[src/rtl/tetris_draw_pkg.sv]
// Shared definitions for the Tetris board drawing path (board scanner and
// cell pixel writer): board and screen geometry, coordinate widths, the
// grid-line colour and the cell-writer FSM state type.
package tetris_draw_pkg;

    // Board geometry in cells
    localparam int BOARD_W = 10;
    localparam int BOARD_H = 20;

    // Screen geometry in pixels
    localparam int SCREEN_W = 640;
    localparam int SCREEN_H = 480;

    // Coordinate widths
    localparam int CELL_COORD_W = 5;
    localparam int PIX_X_W      = 10;
    localparam int PIX_Y_W      = 9;

    // Grid-line colour; consumers truncate it to their own colour width
    localparam logic [7:0] BORDER_COLOR = 8'h07;

    // Cell writer FSM states
    typedef enum logic [1:0] {
        IDLE = 2'd0,
        DRAW = 2'd1,
        DONE = 2'd2
    } draw_state_e;

endpackage

[src/rtl/cell_pixel_writer_if.sv]
// Bundle between the board scanner (master), the cell pixel writer (slave)
// and the framebuffer write port. The scanner side drives the cell request;
// the writer drives the handshake status and the pixel write strobe.
interface cell_pixel_writer_if #(
    parameter int COLOR_W = 3
) ();
    import tetris_draw_pkg::*;

    logic                      start;
    logic [CELL_COORD_W-1:0]   cell_x;
    logic [CELL_COORD_W-1:0]   cell_y;
    logic [COLOR_W-1:0]        cell_color;
    logic                      ready;
    logic [PIX_X_W-1:0]        pixel_x;
    logic [PIX_Y_W-1:0]        pixel_y;
    logic [COLOR_W-1:0]        pixel_color;
    logic                      pixel_we;
    logic                      done;

    modport master (
        output start, cell_x, cell_y, cell_color,
        input  ready, pixel_x, pixel_y, pixel_color, pixel_we, done
    );

    modport slave (
        input  start, cell_x, cell_y, cell_color,
        output ready, pixel_x, pixel_y, pixel_color, pixel_we, done
    );

endinterface

[src/rtl/cell_pixel_counter.sv]
// Raster position inside one cell: dx runs fastest, dy advances when dx
// wraps. last flags the bottom-right pixel of the square.
module cell_pixel_counter #(
    parameter  int CELL_PX = 8,
    localparam int SHIFT   = $clog2(CELL_PX)
) (
    input  logic             clk,
    input  logic             reset,
    input  logic             i_clear,
    input  logic             i_inc,
    output logic [SHIFT-1:0] o_dx,
    output logic [SHIFT-1:0] o_dy,
    output logic             o_last
);

    localparam logic [SHIFT-1:0] MAX = SHIFT'(CELL_PX - 1);

    logic [SHIFT-1:0] r_dx;
    logic [SHIFT-1:0] r_dy;

    // Raster counters: clear to the top-left pixel, otherwise step in raster order
    always_ff @(posedge clk) begin
        // NOTE: state registers use non-blocking assignments so every flop
        // samples the pre-edge values of its neighbours.
        if (reset || i_clear) begin
            r_dx <= '0;
            r_dy <= '0;
        end else if (i_inc) begin
            r_dx <= r_dx + SHIFT'(1);
            if (r_dx == MAX) begin
                r_dy <= r_dy + SHIFT'(1);
            end
        end
    end

    assign o_dx   = r_dx;
    assign o_dy   = r_dy;
    assign o_last = (r_dx == MAX) && (r_dy == MAX);

endmodule

[src/rtl/cell_pixel_writer.sv]
// Rasterises one board cell into a CELL_PX x CELL_PX square of framebuffer
// writes, one pixel per cycle. The output registers are loaded from the
// pixel the FSM is about to present, so the first write appears on the
// cycle right after the request is accepted.
// Optional feature: define CELL_BORDER_EN to paint the top row and left
// column of every cell with BORDER_COLOR (one-pixel grid lines).
module cell_pixel_writer
    import tetris_draw_pkg::*;
#(
    parameter int CELL_PX  = 8,
    parameter int ORIGIN_X = 200,
    parameter int ORIGIN_Y = 80,
    parameter int COLOR_W  = 3
) (
    input logic                clk,
    input logic                reset,
    cell_pixel_writer_if.slave cp
);

    localparam int SHIFT = $clog2(CELL_PX);

    // Elaboration-time parameter checks
    if (CELL_PX < 2 || CELL_PX > 32 || (CELL_PX & (CELL_PX - 1)) != 0) begin : g_bad_cell_px
        $error("cell_pixel_writer: CELL_PX must be a power of two in 2..32");
    end
    if (ORIGIN_X + BOARD_W * CELL_PX > SCREEN_W) begin : g_bad_origin_x
        $error("cell_pixel_writer: board exceeds screen width");
    end
    if (ORIGIN_Y + BOARD_H * CELL_PX > SCREEN_H) begin : g_bad_origin_y
        $error("cell_pixel_writer: board exceeds screen height");
    end

    draw_state_e               r_state;
    draw_state_e               w_state_next;

    logic [CELL_COORD_W-1:0]   r_cell_x;
    logic [CELL_COORD_W-1:0]   r_cell_y;
    logic [COLOR_W-1:0]        r_cell_color;

    logic [PIX_X_W-1:0]        r_pixel_x;
    logic [PIX_Y_W-1:0]        r_pixel_y;
    logic [COLOR_W-1:0]        r_pixel_color;
    logic                      r_pixel_we;
    logic                      r_done;

    logic                      w_accept;
    logic                      w_cnt_inc;
    logic                      w_in_range;
    logic                      w_last;
    logic                      w_wrap;
    logic [SHIFT-1:0]          w_dx;
    logic [SHIFT-1:0]          w_dy;
    logic [SHIFT-1:0]          w_off_x;
    logic [SHIFT-1:0]          w_off_y;
    logic [CELL_COORD_W-1:0]   w_src_x;
    logic [CELL_COORD_W-1:0]   w_src_y;
    logic [COLOR_W-1:0]        w_src_color;
    logic [COLOR_W-1:0]        w_fill_color;
    logic [PIX_X_W-1:0]        w_base_x;
    logic [PIX_Y_W-1:0]        w_base_y;

    cell_pixel_counter #(
        .CELL_PX (CELL_PX)
    ) u_counter (
        .clk     (clk),
        .reset   (reset),
        .i_clear (w_accept),
        .i_inc   (w_cnt_inc),
        .o_dx    (w_dx),
        .o_dy    (w_dy),
        .o_last  (w_last)
    );

    assign w_in_range = (cp.cell_x <= CELL_COORD_W'(BOARD_W - 1)) &&
                        (cp.cell_y <= CELL_COORD_W'(BOARD_H - 1));

    // Next-state decode and counter control
    always_comb begin
        // NOTE: every signal gets a default before the case so no path
        // leaves it unassigned, which would infer a latch.
        w_state_next = r_state;
        w_accept     = 1'b0;
        w_cnt_inc    = 1'b0;
        case (r_state)
            IDLE: begin
                if (cp.start) begin
                    w_accept     = 1'b1;
                    w_state_next = w_in_range ? DRAW : DONE;
                end
            end
            DRAW: begin
                if (w_last) begin
                    w_state_next = DONE;
                end else begin
                    w_cnt_inc = 1'b1;
                end
            end
            DONE:    w_state_next = IDLE;
            default: w_state_next = IDLE;
        endcase
    end

    // On the accepting edge the latches are not loaded yet, so the first
    // pixel is taken straight from the request inputs.
    assign w_src_x     = (r_state == IDLE) ? cp.cell_x     : r_cell_x;
    assign w_src_y     = (r_state == IDLE) ? cp.cell_y     : r_cell_y;
    assign w_src_color = (r_state == IDLE) ? cp.cell_color : r_cell_color;

    assign w_base_x = PIX_X_W'(ORIGIN_X) + (PIX_X_W'(w_src_x) << SHIFT);
    assign w_base_y = PIX_Y_W'(ORIGIN_Y) + (PIX_Y_W'(w_src_y) << SHIFT);

    // Offset of the pixel being loaded into the output registers: the top-left
    // pixel on acceptance, otherwise the raster successor of the current one.
    assign w_wrap  = (w_dx == SHIFT'(CELL_PX - 1));
    assign w_off_x = w_accept ? '0 : w_dx + SHIFT'(1);
    assign w_off_y = w_accept ? '0 : w_dy + SHIFT'(w_wrap);

`ifdef CELL_BORDER_EN
    assign w_fill_color = (w_off_x == '0 || w_off_y == '0) ? COLOR_W'(BORDER_COLOR)
                                                           : w_src_color;
`else
    assign w_fill_color = w_src_color;
`endif

    // FSM state register
    always_ff @(posedge clk) begin
        if (reset) begin
            r_state <= IDLE;
        end else begin
            r_state <= w_state_next;
        end
    end

    // Request latches, loaded only when a request is accepted
    always_ff @(posedge clk) begin
        if (reset) begin
            r_cell_x     <= '0;
            r_cell_y     <= '0;
            r_cell_color <= '0;
        end else if (w_accept) begin
            r_cell_x     <= cp.cell_x;
            r_cell_y     <= cp.cell_y;
            r_cell_color <= cp.cell_color;
        end
    end

    // Output registers track the state being entered, so strobes line up with it
    always_ff @(posedge clk) begin
        if (reset) begin
            r_pixel_x     <= '0;
            r_pixel_y     <= '0;
            r_pixel_color <= '0;
            r_pixel_we    <= 1'b0;
            r_done        <= 1'b0;
        end else begin
            r_pixel_we <= (w_state_next == DRAW);
            r_done     <= (w_state_next == DONE);
            if (w_state_next == DRAW) begin
                r_pixel_x     <= w_base_x + PIX_X_W'(w_off_x);
                r_pixel_y     <= w_base_y + PIX_Y_W'(w_off_y);
                r_pixel_color <= w_fill_color;
            end
        end
    end

    assign cp.ready       = (r_state == IDLE);
    assign cp.pixel_x     = r_pixel_x;
    assign cp.pixel_y     = r_pixel_y;
    assign cp.pixel_color = r_pixel_color;
    assign cp.pixel_we    = r_pixel_we;
    assign cp.done        = r_done;

endmodule

[src/flat_wrapper.sv]
// flat-port wrapper written by rule: the top's interface ports become plain ports
module cell_pixel_writer_flat import tetris_draw_pkg::*;
#(
    parameter int CELL_PX  = 8,
    parameter int ORIGIN_X = 200,
    parameter int ORIGIN_Y = 80,
    parameter int COLOR_W  = 3
)
  (clk, reset, cp_start, cp_cell_x, cp_cell_y, cp_cell_color, cp_ready, cp_pixel_x, cp_pixel_y, cp_pixel_color, cp_pixel_we, cp_done);
  cell_pixel_writer_if #(.COLOR_W(COLOR_W)) cp_i ();
  input logic clk;
  input logic reset;
  input wire logic [$bits(cp_i.start)-1:0] cp_start;
  input wire logic [$bits(cp_i.cell_x)-1:0] cp_cell_x;
  input wire logic [$bits(cp_i.cell_y)-1:0] cp_cell_y;
  input wire logic [$bits(cp_i.cell_color)-1:0] cp_cell_color;
  output wire logic [$bits(cp_i.ready)-1:0] cp_ready;
  output wire logic [$bits(cp_i.pixel_x)-1:0] cp_pixel_x;
  output wire logic [$bits(cp_i.pixel_y)-1:0] cp_pixel_y;
  output wire logic [$bits(cp_i.pixel_color)-1:0] cp_pixel_color;
  output wire logic [$bits(cp_i.pixel_we)-1:0] cp_pixel_we;
  output wire logic [$bits(cp_i.done)-1:0] cp_done;
  assign cp_i.start = cp_start;
  assign cp_i.cell_x = cp_cell_x;
  assign cp_i.cell_y = cp_cell_y;
  assign cp_i.cell_color = cp_cell_color;
  assign cp_ready = cp_i.ready;
  assign cp_pixel_x = cp_i.pixel_x;
  assign cp_pixel_y = cp_i.pixel_y;
  assign cp_pixel_color = cp_i.pixel_color;
  assign cp_pixel_we = cp_i.pixel_we;
  assign cp_done = cp_i.done;
  cell_pixel_writer #(.CELL_PX(CELL_PX), .ORIGIN_X(ORIGIN_X), .ORIGIN_Y(ORIGIN_Y), .COLOR_W(COLOR_W)) u_core (.clk(clk), .reset(reset), .cp(cp_i));
endmodule
[config.mk]
export PLATFORM = sky130hd
export DESIGN_NAME = cell_pixel_writer_flat
export DESIGN_NICKNAME = d
export VERILOG_FILES = /design/src/rtl/tetris_draw_pkg.sv /design/src/rtl/cell_pixel_writer_if.sv /design/src/rtl/cell_pixel_counter.sv /design/src/rtl/cell_pixel_writer.sv /design/src/flat_wrapper.sv
export SDC_FILE = /design/constraint.sdc
export NUM_CORES = 1
export LEC_CHECK = 0
export CAP_MARGIN = 20
export CORE_MARGIN = 2
export CORE_UTILIZATION = 45
export DETAILED_ROUTE_END_ITERATION = 10
export PLACE_DENSITY_LB_ADDON = 0.15
export SLEW_MARGIN = 5
export SYNTH_ARGS = -nofsm -noshare
export SYNTH_HDL_FRONTEND = slang
export SYNTH_SLANG_ARGS = --single-unit
[constraint.sdc]
create_clock -name clk -period 2.2 [get_ports clk]
set_input_delay 0.44 -clock clk [delete_from_list [all_inputs] [get_ports clk]]
set_output_delay 0.44 -clock clk [all_outputs]
set_load 0.05 [all_outputs]
# Word level (Yosys, flattened, before mapping)
# Index checks and enable logic that the tools add are counted.
# W data, S select, Z words.
[word_totals]
output_inout_bits = 25
elab_cells = 43
reg_bits = 45
inputBits = 16
[classes]
n_eq_ne = 5
reduce_logical = 5
mux = 13
magnitude_cmp = 2
add_sub_neg = 7
[ops]
columns = ["op", "count"]
rows = [
  ["$add A10 B3 Y10", 1],
  ["$mux W5", 2],
  ["$add A7 B8 Y9 const A", 1],
  ["$add A8 B8 Y9 const A", 1],
  ["$add A9 B3 Y9", 1],
  ["$mux W3", 3],
  ["$add A3 B1 Y3 const B", 2],
  ["$eq A3 B3 Y1 const B", 2],
  ["$mux W2", 3],
  ["$le A5 B4 Y1 const B", 1],
  ["$le A5 B5 Y1 const B", 1],
  ["$eq A2 B1 Y1 const B", 2],
  ["$mux W1", 4],
  ["$pmux W2 S2", 1],
  ["$add A3 B1 Y3", 1],
  ["$eq A2 B2 Y1 const B", 1],
  ["$logic_and A1 B1 Y1", 2],
  ["$logic_not A2 Y1", 1],
  ["$reduce_and A2 Y1", 1],
  ["$logic_or A1 B1 Y1", 1],
]

# Logic depth before layout (Yosys ltp)
# Gate-level depths: netlist of run 1.
[logic_depth]
depth_word = 6
mapped_depth = 8
depth_no_buf = 7

# Modules after synthesis
# A second synthesis of run 1 with hierarchy kept.
[hier_totals]
cells_unflattened = 238
hier_area_um2 = 2125.8
[by_module_without_submodules]
columns = ["mod", "cells_per_inst", "seq_area_each_um2", "instances", "area_each_um2"]
rows = [
  ["cell_pixel_writer", 209, 760.7, 1, 1806.7],
  ["cell_pixel_counter", 29, 120.1, 1, 319.1],
]

# Least setup slack after synthesis of run 1
# Ideal clock, no wire load.
[synth_timing]
path_kind = "reg-to-reg"
startpoint = "reg u_core.r_state[0]"
endpoint = "reg u_core.r_pixel_x[5], in the netlist u_core.cp.pixel_x[5]"
setup_time_ns = 0.132
path_buffers = 1
stages_incl_launch_ff = 8
synth_period_minus_slack_ns = 2.162
arrival_time_ns = 2.030
path_slack_ns = 0.038
required_time_ns = 2.068
cell_sequence = "dfxtp_1 nor2_2 buf_2 mux2_2 ha_1 or3_1 o211ai_1 a21oi_1"
[synth_between]
elab_chain_len = 4
word_cells_on_any_way = 11
cone_classes = "add/sub (2); eq/ne (2); mux (6); reduce/logical (1)"
[synth_lines]
columns = ["item", "line", "rtl"]
rows = [
  ["from (decl)", "cell_pixel_writer.sv:33", "draw_state_e r_state;"],
  ["from (signal assigned)", "cell_pixel_writer.sv:130", "r_state <= w_state_next;"],
  ["$logic_not A2 Y1 *", "n/a", ""],
  ["named net cp_ready", "flat_wrapper.sv:17", "output wire logic [$bits(cp_i.ready)-1:0] cp_ready;"],
  ["$mux W5 or $mux W1 (tied branches)", "cell_pixel_writer.sv:105, cell_pixel_writer.sv:84", ""],
  ["$add A8 B8 Y9 or $mux W3 (tied branches)", "cell_pixel_writer.sv:109, cell_pixel_writer.sv:115", ""],
  ["$add A10 B3 Y10", "cell_pixel_writer.sv:159", "r_pixel_x <= w_base_x + PIX_X_W'(w_off_x);"],
  ["to (signal assigned)", "cell_pixel_writer.sv:159", ""],
  ["to (decl)", "cell_pixel_writer.sv:40", "logic [PIX_X_W-1:0] r_pixel_x;"],
]
# Mark *: on every way through the listed nets, which the timed path passes. The rest lies on a longest branch.
# A chain may end at the register's enable or synchronous reset.

# Worst setup path in the final report of run 1
[layout_timing]
startpoint = "reg u_core.u_counter.r_dx[0], in the netlist u_core.u_counter.o_dx[0]"
endpoint = "reg u_core.r_pixel_y[3], in the netlist u_core.cp.pixel_y[3]"
[layout_between]
elab_chain_len = 5
word_cells_on_any_way = 8
cone_classes = "add/sub (2); eq/ne (2); mux (3); reduce/logical (1)"
[layout_lines]
columns = ["item", "line", "rtl"]
rows = [
  ["from (decl)", "cell_pixel_counter.sv:18", "logic [SHIFT-1:0] r_dx;"],
  ["from (signal assigned)", "cell_pixel_counter.sv:29", "r_dx <= r_dx + SHIFT'(1);"],
  ["$eq A3 B3 Y1 *", "cell_pixel_counter.sv:38, cell_pixel_writer.sv:114", ""],
  ["parallel branches: the longest is 4 deep, another holds $add A9 B3 Y9", "n/a", ""],
  ["to (signal assigned)", "cell_pixel_writer.sv:160", "r_pixel_y <= w_base_y + PIX_Y_W'(w_off_y);"],
  ["to (decl)", "cell_pixel_writer.sv:41", "logic [PIX_Y_W-1:0] r_pixel_y;"],
]
# Mark *: on every way between the ends.

==> results.yml, run 1 <==
synthesis:
  synthCells: 236
  ys_seq_area_frac: 0.4335
  synth_area_sq_um: 2032
  ys_ff_latch: 44
  synth_fa_ha_area_frac: 0.04926
  yosys.area.top_type: "dfxtp_1"
  postSynthNetCount: 260
  synthDistinctLibCells: 44
  synth_edf_count: 0
  ys_warn_count: 0
  synth-compound-area-share: 0.1841
  synth_simple_gate_area_frac: 0.2211
  synth-main-ff-cell: "dfxtp_1"
  ys_async_sr_fraction: 0
  synth-xor-area-share: 0.02155
  synth_top_family_by_area: "simple AND/OR/NAND/NOR gates"
  synth_mux_area_frac: 0.04187
  synth_area_leaders: "dfxtp_1, nand2_1, a21oi_1"
  synth_most_common_cell: "nand2_1"
  synth_top_area_share: 0.4335
  synth_area_per_cell_sq_um: 8.610
  synth_top_cells_by_count: "nand2_1, dfxtp_1, a21oi_1, nand3_1, o21ai_0"
worst_setup_path:
  cpMostUsedCell: "nand2_1"
  r2r_setup_slack_ns: 0.26
  start_kind: "flip-flop"
  rr_startpoint: "u_core.u_counter.o_dx[0]"
  path_max_fanout: 14
  crit_family: "simple AND/OR/NAND/NOR gates"
  crit_type: "reg2reg"
  cp-end-kind: "flip-flop"
  path_buf_inv: 0
  reg2reg_depth: 6
  r2r-end: "u_core.cp.pixel_y[3]"
  required_ns: 2.41
  cpMaxStageDelayCell: "nand2_1"
  crit_start: "u_core.u_counter.o_dx[0]"
  cpPeakStageDelay_ns: 0.38
  crit_chain: "ha_1 -> ha_1 -> nand2_1 -> nand2_1 -> nand2_1 -> a311oi_1"
  crit_arrival_ns: 2.14
floorplan:
  die_w_um: 71.20
  initial_utilization: 0.4667
  core_sq_um: 4354
  dieArea_sq_um: 5069
  die_y_um: 71.20
  rows: 24
  io_pins: 41
detailed_routing:
  drcViolationCount: 0
  firstDrtPassIters: 4
  viasPerCell: 5.458
  ant_nets: 0
  wirelength_mm: 4.744
  drt_iter0_markers: 86
  vias: 1834
  wl_per_cell_um: 14.12
sta:
  setup_slack_ns: 0.2630
  slew_headroom: 0.6527
  hold_ws_ns: 0.4547
  min_period_ns: 1.937
  slew_violations: 0
  clock_skew_ns: 0.003791
  finalHoldViolCount: 0
  rsz0062_at_grt: "no"
  setup_violations: 0
  timing.fmax_mhz: 516.3
  tightest_slew_ns: 0.5203
  finalCritPeriodShare: 0.8805
clock_network:
  clock_path_buffers: 2
  clkLatencyLatePin_ns: 0.29
  cts_buffers: 5
  clk_pin_slew_worst_paths_ns: 0.08
  h-tree-depth: 2
  clock_sinks: 44
  cts_hold_buffers: 0
  cts_setup_buffers: 0
  root_buffer: "clkbuf_8"
  cts_tree: "done"
  cts_resized: 0
flow_run:
  drv_cap: 0
finish:
  fillerInstances: 404
  stdcell_count: 336
  diodes: 0
  nets: 307
  layout-drive-gt1-share: 0.1197
  area_growth_pct: 30.60
  fin_util: 0.6095
grt:
  grt_max_degree: 32
  track_usage: 0.1943
  antenna_found_initial: 0
  grt_pass1_vias: 1686
  busiest_layer: "met2"
  grtUsageMet1: 0.2431
  met2_usage: 0.3261
  globalRouteOverflowTotal: 0
  use_met3: 0.05556
  grt_first_pass_wirelength_mm: 7.755
status:
  status: "complete, no violations"
placement:
  detailed_place_hpwl_mm: 3.375
  portBuffers: 39
  place_inst: 328
  gp_congestion: 0.7578
  post-place-ws_ns: -0.03066
worst_hold_path:
  hold_start: "u_core.r_cell_color[0]"
  whs_endpoint: "u_core.r_cell_color[0]"
  hold_class: "reg2reg"
  whs_path_depth: 2
pwr:
  p_per_area_nw_per_um2: 707.1
  leakage_nw: 1.064
  p_total_mw: 1.877
  irDropWorstVdd_mv: 0.3401
==> stage by stage <==
stage | area (sq um) | TNS, ns
floorplan | 2032 | 0
global placement | 2546 | -0.002952
detailed placement | 2546 | -0.03066
CTS | 2654 | 0
global route | 2654 | 0
finish | 2654 | 0
==> cells in the final DEF, fill, tap and decap left out, types with 2 or more instances in the layout <==
master | netlist | routed
nand2_1 | 45 | 45
dfxtp_1 | 44 | 44
clkdlybuf4s50_1 | 0 | 38
a21oi_1 | 32 | 32
buf_4 | 4 | 15
nand3_1 | 14 | 14
o21ai_0 | 10 | 10
ha_1 | 8 | 8
nor3_1 | 7 | 7
clkbuf_8 | 0 | 5
mux2_2 | 4 | 4
a311oi_1 | 4 | 4
mux2i_1 | 4 | 4
nor2_1 | 4 | 4
o21ai_1 | 3 | 3
and3_1 | 3 | 3
inv_1 | 3 | 3
o21a_1 | 3 | 3
xnor2_1 | 3 | 3
o211ai_1 | 3 | 3
xor2_1 | 2 | 2
or4bb_1 | 2 | 2
o31ai_1 | 2 | 2
or3_1 | 2 | 2
buf_12 | 0 | 2
==> kinds of logic (layout without fill, tap and decap cells) <==
kind of cell             Yosys count  after routing
AO/OA/AOI/OAI                     63             63
XOR/XNOR                           5              5
adder cells (fa/ha/maj)            8              8
buffers and inverters             18             66
flip-flops                        44             44
multiplexers                       8              8
other                              1              1
AND/OR/NAND/NOR                   89             89
==> routing by layer <==
metal / up-vias / share of wire / wire, um
met5: - / 0 / 0
met4: 0 / 0.010 / 49
met3: 5 / 0.038 / 182
met2: 32 / 0.48 / 2273
met1: 865 / 0.47 / 2239
li1: 932 / - / -
==> power breakdown <==
part | internal [mW] | leakage [nW] | switching [mW]
registers | 0.837 | 0.359 | 0.0288
logic | 0.163 | 0.650 | 0.232
clock network | 0.337 | 0.0552 | 0.278
==> worst min-delay path: stages (launching register included) <==
cell and delay, ns:
dfxtp_1 0.31, nand2_1 0.05, a21oi_1 0.05
==> registers in the layout, indices dropped and copies added, names as in the netlist <==
register	flops
u_core.cp.done	1
u_core.cp.pixel_color	3
u_core.cp.pixel_we	1
u_core.cp.pixel_x	9
u_core.cp.pixel_y	9
u_core.r_cell_color	3
u_core.r_cell_x	5
u_core.r_cell_y	5
u_core.r_state	2
u_core.u_counter.o_dx	3
u_core.u_counter.o_dy	3
==> worst max-delay path by stage <==
stage,endpoint,depth (start not counted),slack [ns]
after floorplan,u_core.cp.pixel_x[5],7,0.04
after global placement,u_core.cp.pixel_x[7],7,-0.003
after detailed placement,u_core.cp.pixel_x[7],7,-0.03
after CTS,u_core.cp.pixel_y[3],6,0.25
after global routing,u_core.cp.pixel_color[0],6,0.02
final,u_core.cp.pixel_y[3],6,0.26
==> area by class of cell <==
type / instances / area (sq um) / share of cell area
clock buffers: 6 / 72.57 / 0.02735
repair buffers: 55 / 533.0 / 0.2008
clock inverters: 2 / 35.03 / 0.01320
inverters: 3 / 11.26 / 0.004243
well taps: 52 / 65.06 / 0.02452
flip-flops and latches: 44 / 880.8 / 0.3319
multi-input cells: 174 / 1056 / 0.3979
(Power assumes the default switching activity.)
==> run 2: changes to the inputs <==
--- a/config.mk
+++ b/config.mk
@@ -6,7 +6,7 @@
 export NUM_CORES = 1
 export LEC_CHECK = 0
 export CAP_MARGIN = 20
-export CORE_MARGIN = 2
+export CORE_MARGIN = 3
 export CORE_UTILIZATION = 45
 export DETAILED_ROUTE_END_ITERATION = 10
 export PLACE_DENSITY_LB_ADDON = 0.15
==> run 2 against run 1 <==
Net effect: sequential cell count unchanged; cell area down 0.28%; via count up 2.8%; count of clock-buffer cells in the layout down 1; die area up 5.7%; clock power down 17%; critical endpoint is now cp_pixel_y[6]; largest power group unchanged.
==> results.yml, run 2 (synthesis gave the netlist of run 1 again) <==
worst_setup_path:
  reg2reg_depth: 5
  cpPeakStageDelay_ns: 0.82
  path_max_fanout: 2
  required_ns: 1.76
  cp-end-kind: "output port"
  crit_type: "reg2out"
  start_kind: "flip-flop"
  path_buf_inv: 1
  crit_chain: "clkdlybuf4s50_1"
  cp.depth: 1
  cpMaxStageDelayCell: "clkdlybuf4s50_1"
  crit_arrival_ns: 1.50
  crit_family: "buffers and inverters"
finish:
  final_common_cell: "nand2_1"
  multiInputGateArea_sq_um: 1056
  final_cell_mix: "nand2_1, dfxtp_1, clkdlybuf4s50_1"
  diodes: 0
  nets: 309
  area_growth_pct: 30.23
  layout-drive-gt1-share: 0.1294
  seqCellArea_sq_um: 880.8
  fillerInstances: 389
clock_network:
  h-tree-depth: 2
  cts_hold_buffers: 0
  clock_sinks: 44
  clk_pin_slew_worst_paths_ns: 0.09
  cts_buffers: 5
  root_buffer: "clkbuf_8"
  cts_resized: 0
  cts_tree: "done"
  cts_setup_buffers: 0
  clock_path_buffers: 2
  clkLatencyLatePin_ns: 0.30
sta:
  setup_violations: 0
  finalHoldViolCount: 0
  timing.fmax_mhz: 515.7
  clock_skew_ns: 0.01120
  finalCritPeriodShare: 0.8814
  tightest_slew_ns: 0.5035
  slew_violations: 0
  rsz0062_at_grt: "no"
  min_period_ns: 1.939
  timing.setup.tns_ns: 0
  slew_headroom: 0.6633
floorplan:
  die_y_um: 73.20
  io_pins: 41
  dieArea_sq_um: 5358
  core_sq_um: 4173
  rows: 23
  die_w_um: 73.20
  initial_utilization: 0.4870
detailed_routing:
  firstDrtPassIters: 4
  drt_iter0_markers: 70
  wirelength_mm: 4.821
  ant_nets: 0
  drcViolationCount: 0
  vias: 1885
  viasPerCell: 5.610
  wl_per_cell_um: 14.35
placement:
  detailed_place_hpwl_mm: 3.499
  gp_congestion: 0.7983
  portBuffers: 39
grt:
  globalRouteOverflowTotal: 0
  antenna_found_initial: 0
  track_usage: 0.1988
  grt_first_pass_wirelength_mm: 8.293
  grt_pass1_vias: 1745
  grt_max_degree: 32
pwr:
  p_per_area_nw_per_um2: 673.2
  comb_power_share: 0.227
  leakage_nw: 1.069
  clockPowerShare: 0.287
  p_switching_mw: 0.5536
  p_total_mw: 1.782
  p_sw_frac: 0.3107
  irDropWorstVdd_mv: 0.3902
  seq_power_share: 0.485
  internal-power_mw: 1.228
worst_hold_path:
  whs_path_depth: 2
  hold_class: "reg2reg"
flow_run:
  drv_cap: 0
status:
  status: "complete, no violations"
-- run 2: cell count changes in the layout (fill, tap and decap cells not counted) --
| cell | delta |
|---|---|
| clkinv_4 | +1 |
| buf_4 | +2 |
| clkbuf_1 | -1 |
| clkinv_2 | +1 |
| bufinv_16 | -1 |
-- run 2: power by group through the flow --
stage | combinational (mW) | sequential (mW) | clock (mW)
4_1_cts | 0.407 | 0.864 | 0.519
3_3_place_gp | 0.402 | 0.881 | 0
6_report | 0.405 | 0.864 | 0.512
2_1_floorplan | 0.173 | 0.957 | 0
5_1_grt | 0.440 | 0.870 | 0.562
3_5_place_dp | 0.405 | 0.882 | 0
-- run 2: worst paths after layout --
kind                                from                      to  slack [ns]
setup / recovery    u_core.cp.pixel_y[6]           cp_pixel_y[6]        0.26
hold / removal    u_core.r_cell_color[0]  u_core.r_cell_color[0]        0.46
setup reg to reg       u_core.r_state[1]    u_core.cp.pixel_y[3]        0.30
hold reg to reg   u_core.r_cell_color[0]  u_core.r_cell_color[0]        0.46
-- run 2: layer usage --
metal / GRT usage / up-vias / part of all wire
met3: 0.05372 / 7 / 0.045
met1: 0.2650 / 903 / 0.48
li1: - / 934 / -
met5: 0 / - / 0
met2: 0.3138 / 41 / 0.46
met4: 0.05738 / 0 / 0.014
-- run 2: area by class of cell --
type,count,area share
well taps,50,0.02364
multi-input cells,174,0.3991
repair buffers,57,0.2071
clock buffers,5,0.02600
flip-flops and latches,44,0.3329
clock inverters,3,0.007092
inverters,3,0.004255
-- run 2: metrics by stage --
step	cell area, sq um	worst slack, ns	utilization	cells	hold slack (ns)
2_1_floorplan	2032	0.03767	-	236	0.4329
3_5_place_dp	2559	-0.02170	0.6132	328	0.4460
5_1_grt	2646	0.1101	0.6342	336	0.4801
3_3_place_gp	2559	-0.001108	0.6132	328	0.4396
4_1_cts	2646	0.2603	0.6342	336	0.4589
6_report	2646	0.2610	0.6342	336	0.4595
==> run 3: changes to the inputs <==
--- a/config.mk
+++ b/config.mk
@@ -10,6 +10,7 @@
 export CORE_UTILIZATION = 45
 export DETAILED_ROUTE_END_ITERATION = 10
 export PLACE_DENSITY_LB_ADDON = 0.15
+export SETUP_SLACK_MARGIN = 0.2
 export SLEW_MARGIN = 5
 export SYNTH_ARGS = -nofsm -noshare
 export SYNTH_HDL_FRONTEND = slang
==> run 3 against run 2 <==
Net effect: sequential power about the same; clock power increased by 29%; core utilization rose by 0.78 points; largest cell class unchanged; largest power group unchanged.
==> results.yml, run 3 (synthesis gave the netlist of run 1 again) <==
status:
  status: "complete, no violations"
worst_setup_path:
  cp-end-kind: "flip-flop"
  rr_startpoint: "u_core.r_state[0]"
  path_max_fanout: 3
  required_ns: 2.41
  crit_chain: "clkdlybuf4s50_1 -> or3b_2 -> nand2_2 -> ha_1 -> o21ai_1 -> and3b_1 -> o32ai_1"
  crit_type: "in2reg"
  cpMaxStageDelayCell: "clkdlybuf4s50_1"
  path_buf_inv: 1
  r2r_setup_slack_ns: 0.33
  start_kind: "primary input"
  crit_family: "simple AND/OR/NAND/NOR gates"
  r2r-end: "u_core.cp.pixel_y[6]"
  reg2reg_depth: 6
  cpPeakStageDelay_ns: 0.47
  crit_arrival_ns: 2.16
sta:
  finalHoldViolCount: 0
  finalCritPeriodShare: 0.8857
  slew_violations: 0
  slew_headroom: 0.6650
  setup_violations: 0
  rsz0062_at_grt: "no"
  setup_slack_ns: 0.2515
  hold_ws_ns: 0.4565
  timing.fmax_mhz: 513.2
  min_period_ns: 1.948
  tightest_slew_ns: 0.5009
  clock_skew_ns: 0.008702
pwr:
  p_per_area_nw_per_um2: 718.0
  irDropWorstVdd_mv: 0.4672
  leakage_nw: 1.080
worst_hold_path:
  hold_start: "u_core.r_cell_color[1]"
  hold_class: "reg2reg"
  whs_path_depth: 2
  whs_endpoint: "u_core.r_cell_color[1]"
finish:
  diodes: 0
  final_cell_mix: "nand2_1, dfxtp_1, clkdlybuf4s50_1"
  fillerInstances: 369
  area_growth_pct: 31.84
  layout-drive-gt1-share: 0.1399
  seqCellArea_sq_um: 882.1
  multiInputGateArea_sq_um: 1066
  nets: 309
clock_network:
  cts_hold_buffers: 0
  cts_setup_buffers: 0
  clock_sinks: 44
  clk_pin_slew_worst_paths_ns: 0.09
  cts_tree: "done"
  clkLatencyLatePin_ns: 0.30
  cts_buffers: 5
  cts_resized: 0
  h-tree-depth: 2
  root_buffer: "clkbuf_8"
  clock_path_buffers: 2
grt:
  grt_first_pass_wirelength_mm: 8.031
  track_usage: 0.1943
  globalRouteOverflowTotal: 0
  antenna_found_initial: 0
  grt_pass1_vias: 1740
  grt_max_degree: 32
placement:
  detailed_place_hpwl_mm: 3.432
  post-place-ws_ns: -0.05689
  portBuffers: 39
  gp_congestion: 0.8024
floorplan:
  die_y_um: 73.20
  rows: 23
  dieArea_sq_um: 5358
  initial_utilization: 0.4870
  die_w_um: 73.20
  io_pins: 41
  core_sq_um: 4173
detailed_routing:
  wirelength_mm: 4.767
  drt_iter0_markers: 108
  wl_per_cell_um: 14.19
  viasPerCell: 5.533
  drcViolationCount: 0
  firstDrtPassIters: 4
  vias: 1859
  ant_nets: 0
flow_run:
  drv_cap: 0
## run 3: changes by cell type in the layout (fill, tap and decap cells not counted)
cell / previous run / this run
dfxtp_2: 0 / 1
buf_12: 2 / 1
buf_4: 17 / 18
clkinv_2: 2 / 0
nor2_2: 1 / 0
nor2_4: 0 / 1
bufinv_16: 0 / 1
nand2_2: 0 / 2
nand2_1: 45 / 43
dfxtp_1: 44 / 43
clkbuf_8: 5 / 6
## run 3: area by class of cell
type                            count  share of cell area
Timing Repair Buffer               57              0.1999
Clock buffer                        6             0.03083
Multi-Input combinational cell    174              0.3979
Inverter                            3            0.004204
Clock inverter                      2             0.01448
Tap cell                           50             0.02335
Sequential cell                    44              0.3293
## run 3: worst max path at each step
stage / slack [ns] / start / endpoint / cells after the start
floorplan: 0.25 / u_core.r_state[0] / u_core.cp.pixel_x[5] / 7
global placement: -0.006 / cp_cell_x[0] / u_core.cp.pixel_x[7] / 7
detailed placement: -0.06 / cp_cell_x[0] / u_core.cp.pixel_x[7] / 7
CTS: 0.24 / u_core.r_state[1] / u_core.cp.pixel_y[6] / 6
global route: 0.18 / cp_cell_x[0] / u_core.cp.pixel_x[7] / 7
finish: 0.25 / cp_cell_x[0] / u_core.cp.pixel_x[7] / 7
## run 3: worst min-delay path, delay by kind of cell, from the launching register on
kind	cells	cell delay [ns]
flip-flops	1	0.32
AND/OR/NAND/NOR	1	0.05
AO/OA/AOI/OAI	1	0.05
## run 3: metrics by stage
step             util  power [mW]  area, sq um  setup TNS (ns)  instances
2_1_floorplan       -       1.134         2043               0        236
3_3_place_gp   0.6114       1.278         2551       -0.005881        328
6_report       0.6420       1.923         2679               0        336
4_1_cts        0.6405       1.936         2673               0        336
3_5_place_dp   0.6114       1.280         2551        -0.05689        328
5_1_grt        0.6420       2.006         2679               0        336
## run 3: power breakdown
part           internal, mW  total [mW]  switching (mW)
Clock                 0.371       0.661           0.289
Sequential            0.838       0.866          0.0286
Combinational         0.164       0.397           0.232
Total                  1.37        1.92           0.550
## run 3: metal layers
metal	GRT usage	routed length, um	vias up
met4	0.06148	62	0
li1	-	-	937
met5	0	0	-
met2	0.3148	2250	40
met3	0.04959	260	6
met1	0.2517	2194	876
==> patch 1: new RTL, config.mk and constraints of run 3 <==
Make the reset (`reset`) asynchronous in 3 clocked blocks.
--- a/src/rtl/cell_pixel_writer.sv
+++ b/src/rtl/cell_pixel_writer.sv
@@ -123,7 +123,7 @@
 `endif
 
     // FSM state register
-    always_ff @(posedge clk) begin
+    always_ff @(posedge clk or posedge reset) begin
         if (reset) begin
             r_state <= IDLE;
         end else begin
@@ -132,7 +132,7 @@
     end
 
     // Request latches, loaded only when a request is accepted
-    always_ff @(posedge clk) begin
+    always_ff @(posedge clk or posedge reset) begin
         if (reset) begin
             r_cell_x     <= '0;
             r_cell_y     <= '0;
@@ -145,7 +145,7 @@
     end
 
     // Output registers track the state being entered, so strobes line up with it
-    always_ff @(posedge clk) begin
+    always_ff @(posedge clk or posedge reset) begin
         if (reset) begin
             r_pixel_x     <= '0;
             r_pixel_y     <= '0;
Function: differs if reset is asserted again (counterexample within 4 cycles, from zero or initial values and one cycle with reset high); with reset held inactive, the same outputs for 10 cycles.
==> patch 1 against run 3 <==
Synthesized cell count down 20%; worst hold slack better by 0.011 ns; wire length up 0.40%; setup slack better by 0.036 ns; cell area up 11%; sequential share of layout area up 3.3 points; count of clock-buffer cells in the layout unchanged; via count down 11%; area after synthesis up 10%; die area up 9.3%; critical path type unchanged; sequential cell count unchanged.
Power is not compared: it rests on default switching activity, and its combinational part moved more than twofold at a synthesized area within 25%.
==> patch 1: results (changes against run 3) <==
IO Port Bufs 39 (unchanged); pin count of the biggest net entering global routing 39 (+22%); worst vdd ir 0.9691 mV; Routed WL per cell 15.00 um (+5.7%); YS warnings 0 (unchanged); critical path fanouts, max 3 (unchanged); most common library cells after synthesis dfrtp_1 (38), nand2_1 (33), mux2_2 (14); Worst-path clk slew 0.08 ns; Via Count 1648 (-11%); Worst Hold Class reg -> reg; First DRT Iteration DRCs 100 (-7.4%); Slew HR 66.53% (about the same); dpl hpwl 3.472 mm (+1.2%); post-synth net total 213 (-18%); clock root buffer clkbuf_8; CP arrival 2.12 ns (-0.04 ns); sequential fraction of the synthesis area 47.87% (+4.5 points); FF-to-FF setup slack 0.29 ns (-0.04 ns); ant diodes 0 (unchanged); Clock Latency Late Sink 0.30 ns (about the same); Final Setup Violations 0 (unchanged); Synth cell types 47 (+6.8%); Max clock buf depth 2 (unchanged); status finished, final reports clean; Fillers 400 (+8.4%); share of layout cells above drive strength 1 27.78% (+14 points); dpl cell area 2846 um^2 (+12%); Layout Nets 275 (-11%); Clock H-tree levels 2 (unchanged); dpl ws -0.08729 ns (-0.03039 ns); Period Utilization, post-route 86.91% (-1.7 points); First-pass DRT Iterations 4 (unchanged); Placer Congestion 0.8363 (+4.2%); Area contributors post-synth dfrtp_1 (43%), mux2_2 (7.0%), mux2_4 (6.0%), nand2_1 (5.5%), dfxtp_1 (5.4%); first-pass GRT wire length 8.135 mm (+1.3%); leak pwr 1.416 nW; initial antenna violation count 0 (unchanged); GRT Util Overall 17.30% (-2.1 points); Synth Flop Type dfrtp_1; Post-synth ARST share 86.36% (+86 points); skew final 0.003916 ns (-0.004786 ns); Num CTS Buffers 5 (unchanged)
## patch 1: changes by cell type in the layout (fill, tap and decap cells not counted), sizes merged, moves of 9 or more
cell and delta:
mux2 +19, o21ai -9, a21oi -26, nand2 -12
nand3 -11, dfxtp -38, dfrtp +38
## patch 1: worst max-delay path, cell delays in order
cell and delay (ns):
clkdlybuf4s50_1 0.48, or3b_4 0.39, nand2_2 0.10, ha_4 0.15, o211a_1 0.15, a31oi_1 0.05, o211a_1 0.14, o31ai_1 0.22
## patch 1: layout make-up
class	instances	area, um^2	share of cell area [%]
multi-input combinational	130	1085	36.54
sequential	44	1076	36.24
timing repair buffer	63	605.6	20.40
tap	67	83.83	2.823
clock buffer	6	82.58	2.781
inverter	7	26.28	0.8850
clock inverter	2	10.01	0.3371
## patch 1: routing by layer
layer	GRT usage (%)	part of all wire [%]	vias to the layer above
met5	0	0	-
met4	6.159	1.5	0
met3	4.492	7.0	7
met2	27.07	47	60
met1	23.18	45	799
li1	-	-	782
## patch 1: what timing repair did
| item | in CTS | in global routing |
|---|---|---|
| buffers inserted | 0 | 3 |
| hold buffers | 0 | 0 |
| pin swaps | 0 | 1 |
| setup endpoints to repair | 1 | 1 |
| gates resized for setup | 2 | 3 |
## patch 1: kinds of logic (layout without fill, tap and decap cells)
logic type | after synthesis | after routing | synth area share (%)
other | 1 | 1 | 0.1676
DFF | 44 | 44 | 47.87
and+or+nand+nor | 55 | 55 | 12.75
muxes | 30 | 30 | 16.22
xor gates and xnor gates | 7 | 7 | 2.741
AOI/OAI and AO/OA | 29 | 29 | 11.30
buffers and inverters | 15 | 78 | 4.474
adders and majority gates | 8 | 8 | 4.474
## patch 1: path summary, 6_finish.rpt
check / to / cells past startpoint / startpoint
max: u_core.cp.pixel_x[7]$_DFFE_PP0N_ / 8 / cp_cell_x[0]
min: u_core.u_counter.o_dx[2]$_SDFFE_PP0P_ / 2 / u_core.u_counter.o_dx[2]$_SDFFE_PP0P_
max reg2reg: u_core.cp.pixel_x[6]$_DFFE_PP0N_ / 5 / u_core.r_state[0]$_DFF_PP0_
min reg2reg: u_core.u_counter.o_dx[2]$_SDFFE_PP0P_ / 2 / u_core.u_counter.o_dx[2]$_SDFFE_PP0P_
max in group asynchronous: u_core.r_state[0]$_DFF_PP0_ / 3 / reset
min in group asynchronous: u_core.cp.pixel_y[5]$_DFFE_PP0N_ / 3 / reset
## patch 1: power breakdown
group	switching (mW)	internal (mW)
Sequential	0.187	1.08
Clock	0.264	0.250
Combinational	1.19	0.941
Total	1.64	2.28
## patch 1: per-stage QoR
step / instances / hold WS (ns)
6_report: 319 / 0.4670
5_1_grt: 319 / 0.5028
4_1_cts: 316 / 0.4700
3_5_place_dp: 308 / 0.4586
3_3_place_gp: 308 / 0.4461
2_1_floorplan: 189 / 0.4393
==> patch 2: new RTL, config.mk and constraints of run 3 <==
Made on the original files. `COLOR_W` is set to 3 in 3 places; all go to 6.
--- a/src/rtl/cell_pixel_writer_if.sv
+++ b/src/rtl/cell_pixel_writer_if.sv
@@ -2,7 +2,7 @@
 // and the framebuffer write port. The scanner side drives the cell request;
 // the writer drives the handshake status and the pixel write strobe.
 interface cell_pixel_writer_if #(
-    parameter int COLOR_W = 3
+    parameter int COLOR_W = 6
 ) ();
     import tetris_draw_pkg::*;
 
--- a/src/rtl/cell_pixel_writer.sv
+++ b/src/rtl/cell_pixel_writer.sv
@@ -10,7 +10,7 @@
     parameter int CELL_PX  = 8,
     parameter int ORIGIN_X = 200,
     parameter int ORIGIN_Y = 80,
-    parameter int COLOR_W  = 3
+    parameter int COLOR_W  = 6
 ) (
     input logic                clk,
     input logic                reset,
--- a/src/flat_wrapper.sv
+++ b/src/flat_wrapper.sv
@@ -4,7 +4,7 @@
     parameter int CELL_PX  = 8,
     parameter int ORIGIN_X = 200,
     parameter int ORIGIN_Y = 80,
-    parameter int COLOR_W  = 3
+    parameter int COLOR_W  = 6
 )
   (clk, reset, cp_start, cp_cell_x, cp_cell_y, cp_cell_color, cp_ready, cp_pixel_x, cp_pixel_y, cp_pixel_color, cp_pixel_we, cp_done);
   cell_pixel_writer_if #(.COLOR_W(COLOR_W)) cp_i ();
Ports: changed (resized cp_cell_color and cp_pixel_color); port bits go from 41 to 47. The function was not compared with the original's and may differ.
==> patch 2 against run 3 <==
First-iteration DRC count shrank 24%; sequential power grew 14%; wire length grew 18%; clock skew shrank 0.0014 ns; cell area grew 12%; register-to-register slack gained 0.06 ns; setup slack gained 0.032 ns; area after synthesis grew 12%; die area grew 11%; power grew 8.0%; cell count grew 13%; sequential share of layout area grew 0.57 points; sequential cell count grew 6.
==> patch 2: results (changes against run 3) <==
status finished, final reports clean; Placer Congestion 0.7913 (-1.4%); IO Port Bufs 45 (+15%); share of layout cells above drive strength 1 12.46% (-1.5 points); FF-to-FF setup slack 0.39 ns (+0.06 ns); delay-heaviest family, CP buffers and inverters; critical hold path startpoint u_core.r_cell_color[3]$_SDFFE_PP0P_; launch point of the worst path u_core.cp.pixel_x[6]$_SDFFE_PP0N_; worst vdd ir 0.4468 mV (-4.4%); skew final 0.007275 ns (-0.001427 ns); ant diodes 0 (unchanged); First DRT Iteration DRCs 82 (-24%); Layout Nets 339 (+9.7%); vias in the first global route 1990 (+14%); GRT Util Overall 19.55% (+0.12 points); sequential fraction of the synthesis area 43.88% (+0.53 points); CP arrival 1.48 ns (-0.68 ns); leak pwr 1.162 nW (+7.7%); worst-margin pin slew 0.5019 ns (+0.0009628 ns); Critical Path End cp_pixel_x[6]; critical path fanouts, max 2 (-1); final WL 5.609 mm (+18%); Fillers 454 (+23%); Worst R2R End u_core.cp.pixel_x[7]$_SDFFE_PP0N_; Worst path max stage delay 0.82 ns (+0.35 ns); dpl hpwl 3.849 mm (+12%); First-pass DRT Iterations 4 (unchanged); Synth cell types 45 (+2.3%); Via density 5.379 (-2.8%); R2R depth 7 (+1); first-pass GRT wire length 9.439 mm (+18%); post-synth net total 290 (+12%); Area contributors post-synth dfxtp_1 (44%), nand2_1 (8.4%), a21oi_1 (7.5%), ha_1 (4.4%), o21ai_0 (3.1%); most common library cells after synthesis nand2_1 (51), dfxtp_1 (50), a21oi_1 (34)
==> patch 2: cell types whose count changed in the layout (fill, tap and decap cells not counted), sizes merged, moves of 2 or more <==
cell / run 3 / this run
o21ai: 13 / 15
nand3b: 0 / 2
dfxtp: 44 / 50
a21oi: 32 / 34
clkbuf: 6 / 8
a311oi: 4 / 7
nand2: 45 / 51
clkdlybuf4s50: 38 / 44
nor3: 7 / 11
==> patch 2: cell families (layout without fill, tap and decap cells) <==
family | Yosys count | after routing | synth area share (%)
AOI/OAI and AO/OA | 70 | 70 | 19.25
xor gates and xnor gates | 5 | 5 | 1.920
adders and majority gates | 8 | 8 | 4.389
buffers and inverters | 23 | 73 | 4.882
DFF | 50 | 50 | 43.88
muxes | 8 | 8 | 3.785
other | 1 | 1 | 0.1644
and+or+nand+nor | 98 | 98 | 21.72
==> patch 2: area by class of cell <==
class	count	area share [%]
clock buffer	8	3.685
inverter	3	0.3769
multi-input combinational	190	39.11
sequential	50	33.50
tap	67	2.806
timing repair buffer	62	20.52
==> patch 2: layer usage <==
layer  up-vias  GRT usage, %  part of all wire, %
li1       1034             -                    -
met1       957         24.75                   47
met2        51         32.82                   48
met3         2         3.873                  4.4
met4         0         7.117                 0.43
met5         -             0                    0
==> patch 2: report_power, final <==
part           switching (mW)  total [mW]  internal, mW
Clock                   0.289       0.607         0.318
Combinational           0.291       0.488         0.196
Sequential             0.0267       0.983         0.956
==> patch 2: timing repair <==
| action | 4_1_cts | 5_1_grt |
|---|---|---|
| buffers inserted | 0 | 0 |
| resized for setup | 0 | 1 |
| setup endpoints to repair | 0 | 1 |
| hold endpoints to repair | 0 | 0 |
==> patch 2: worst register-to-register path: cells and delay by family, from the launching register on <==
family | cells | cell delay [ns]
buf+inv | 1 | 0.21
simple gates | 3 | 0.71
compound gates | 2 | 0.33
fa+ha+maj | 1 | 0.16
flops | 1 | 0.33
==> patch 2: per-stage QoR <==
step	worst slack (ns)	area [um^2]	std cells	hold slack [ns]	power, mW
after floorplan	0.2173	2281	263	0.4329	1.312
after global placement	0.03074	2878	372	0.4381	1.486
after detailed placement	0.003747	2878	372	0.4442	1.492
after CTS	0.2745	2988	380	0.4569	2.097
after global routing	0.2363	2988	380	0.4707	2.169
final	0.2834	2988	380	0.4583	2.077
==> patch 2: how the worst min path moves through the flow <==
stage,to,slack [ns],cells past startpoint
global route,u_core.r_cell_y[4]$_SDFFE_PP0P_,0.47,2
CTS,u_core.r_cell_color[2]$_SDFFE_PP0P_,0.46,2
detailed placement,u_core.r_cell_color[2]$_SDFFE_PP0P_,0.44,2
finish,u_core.r_cell_color[3]$_SDFFE_PP0P_,0.46,2
floorplan,u_core.r_cell_color[0]$_SDFFE_PP0P_,0.43,2
global placement,u_core.r_cell_color[4]$_SDFFE_PP0P_,0.44,2
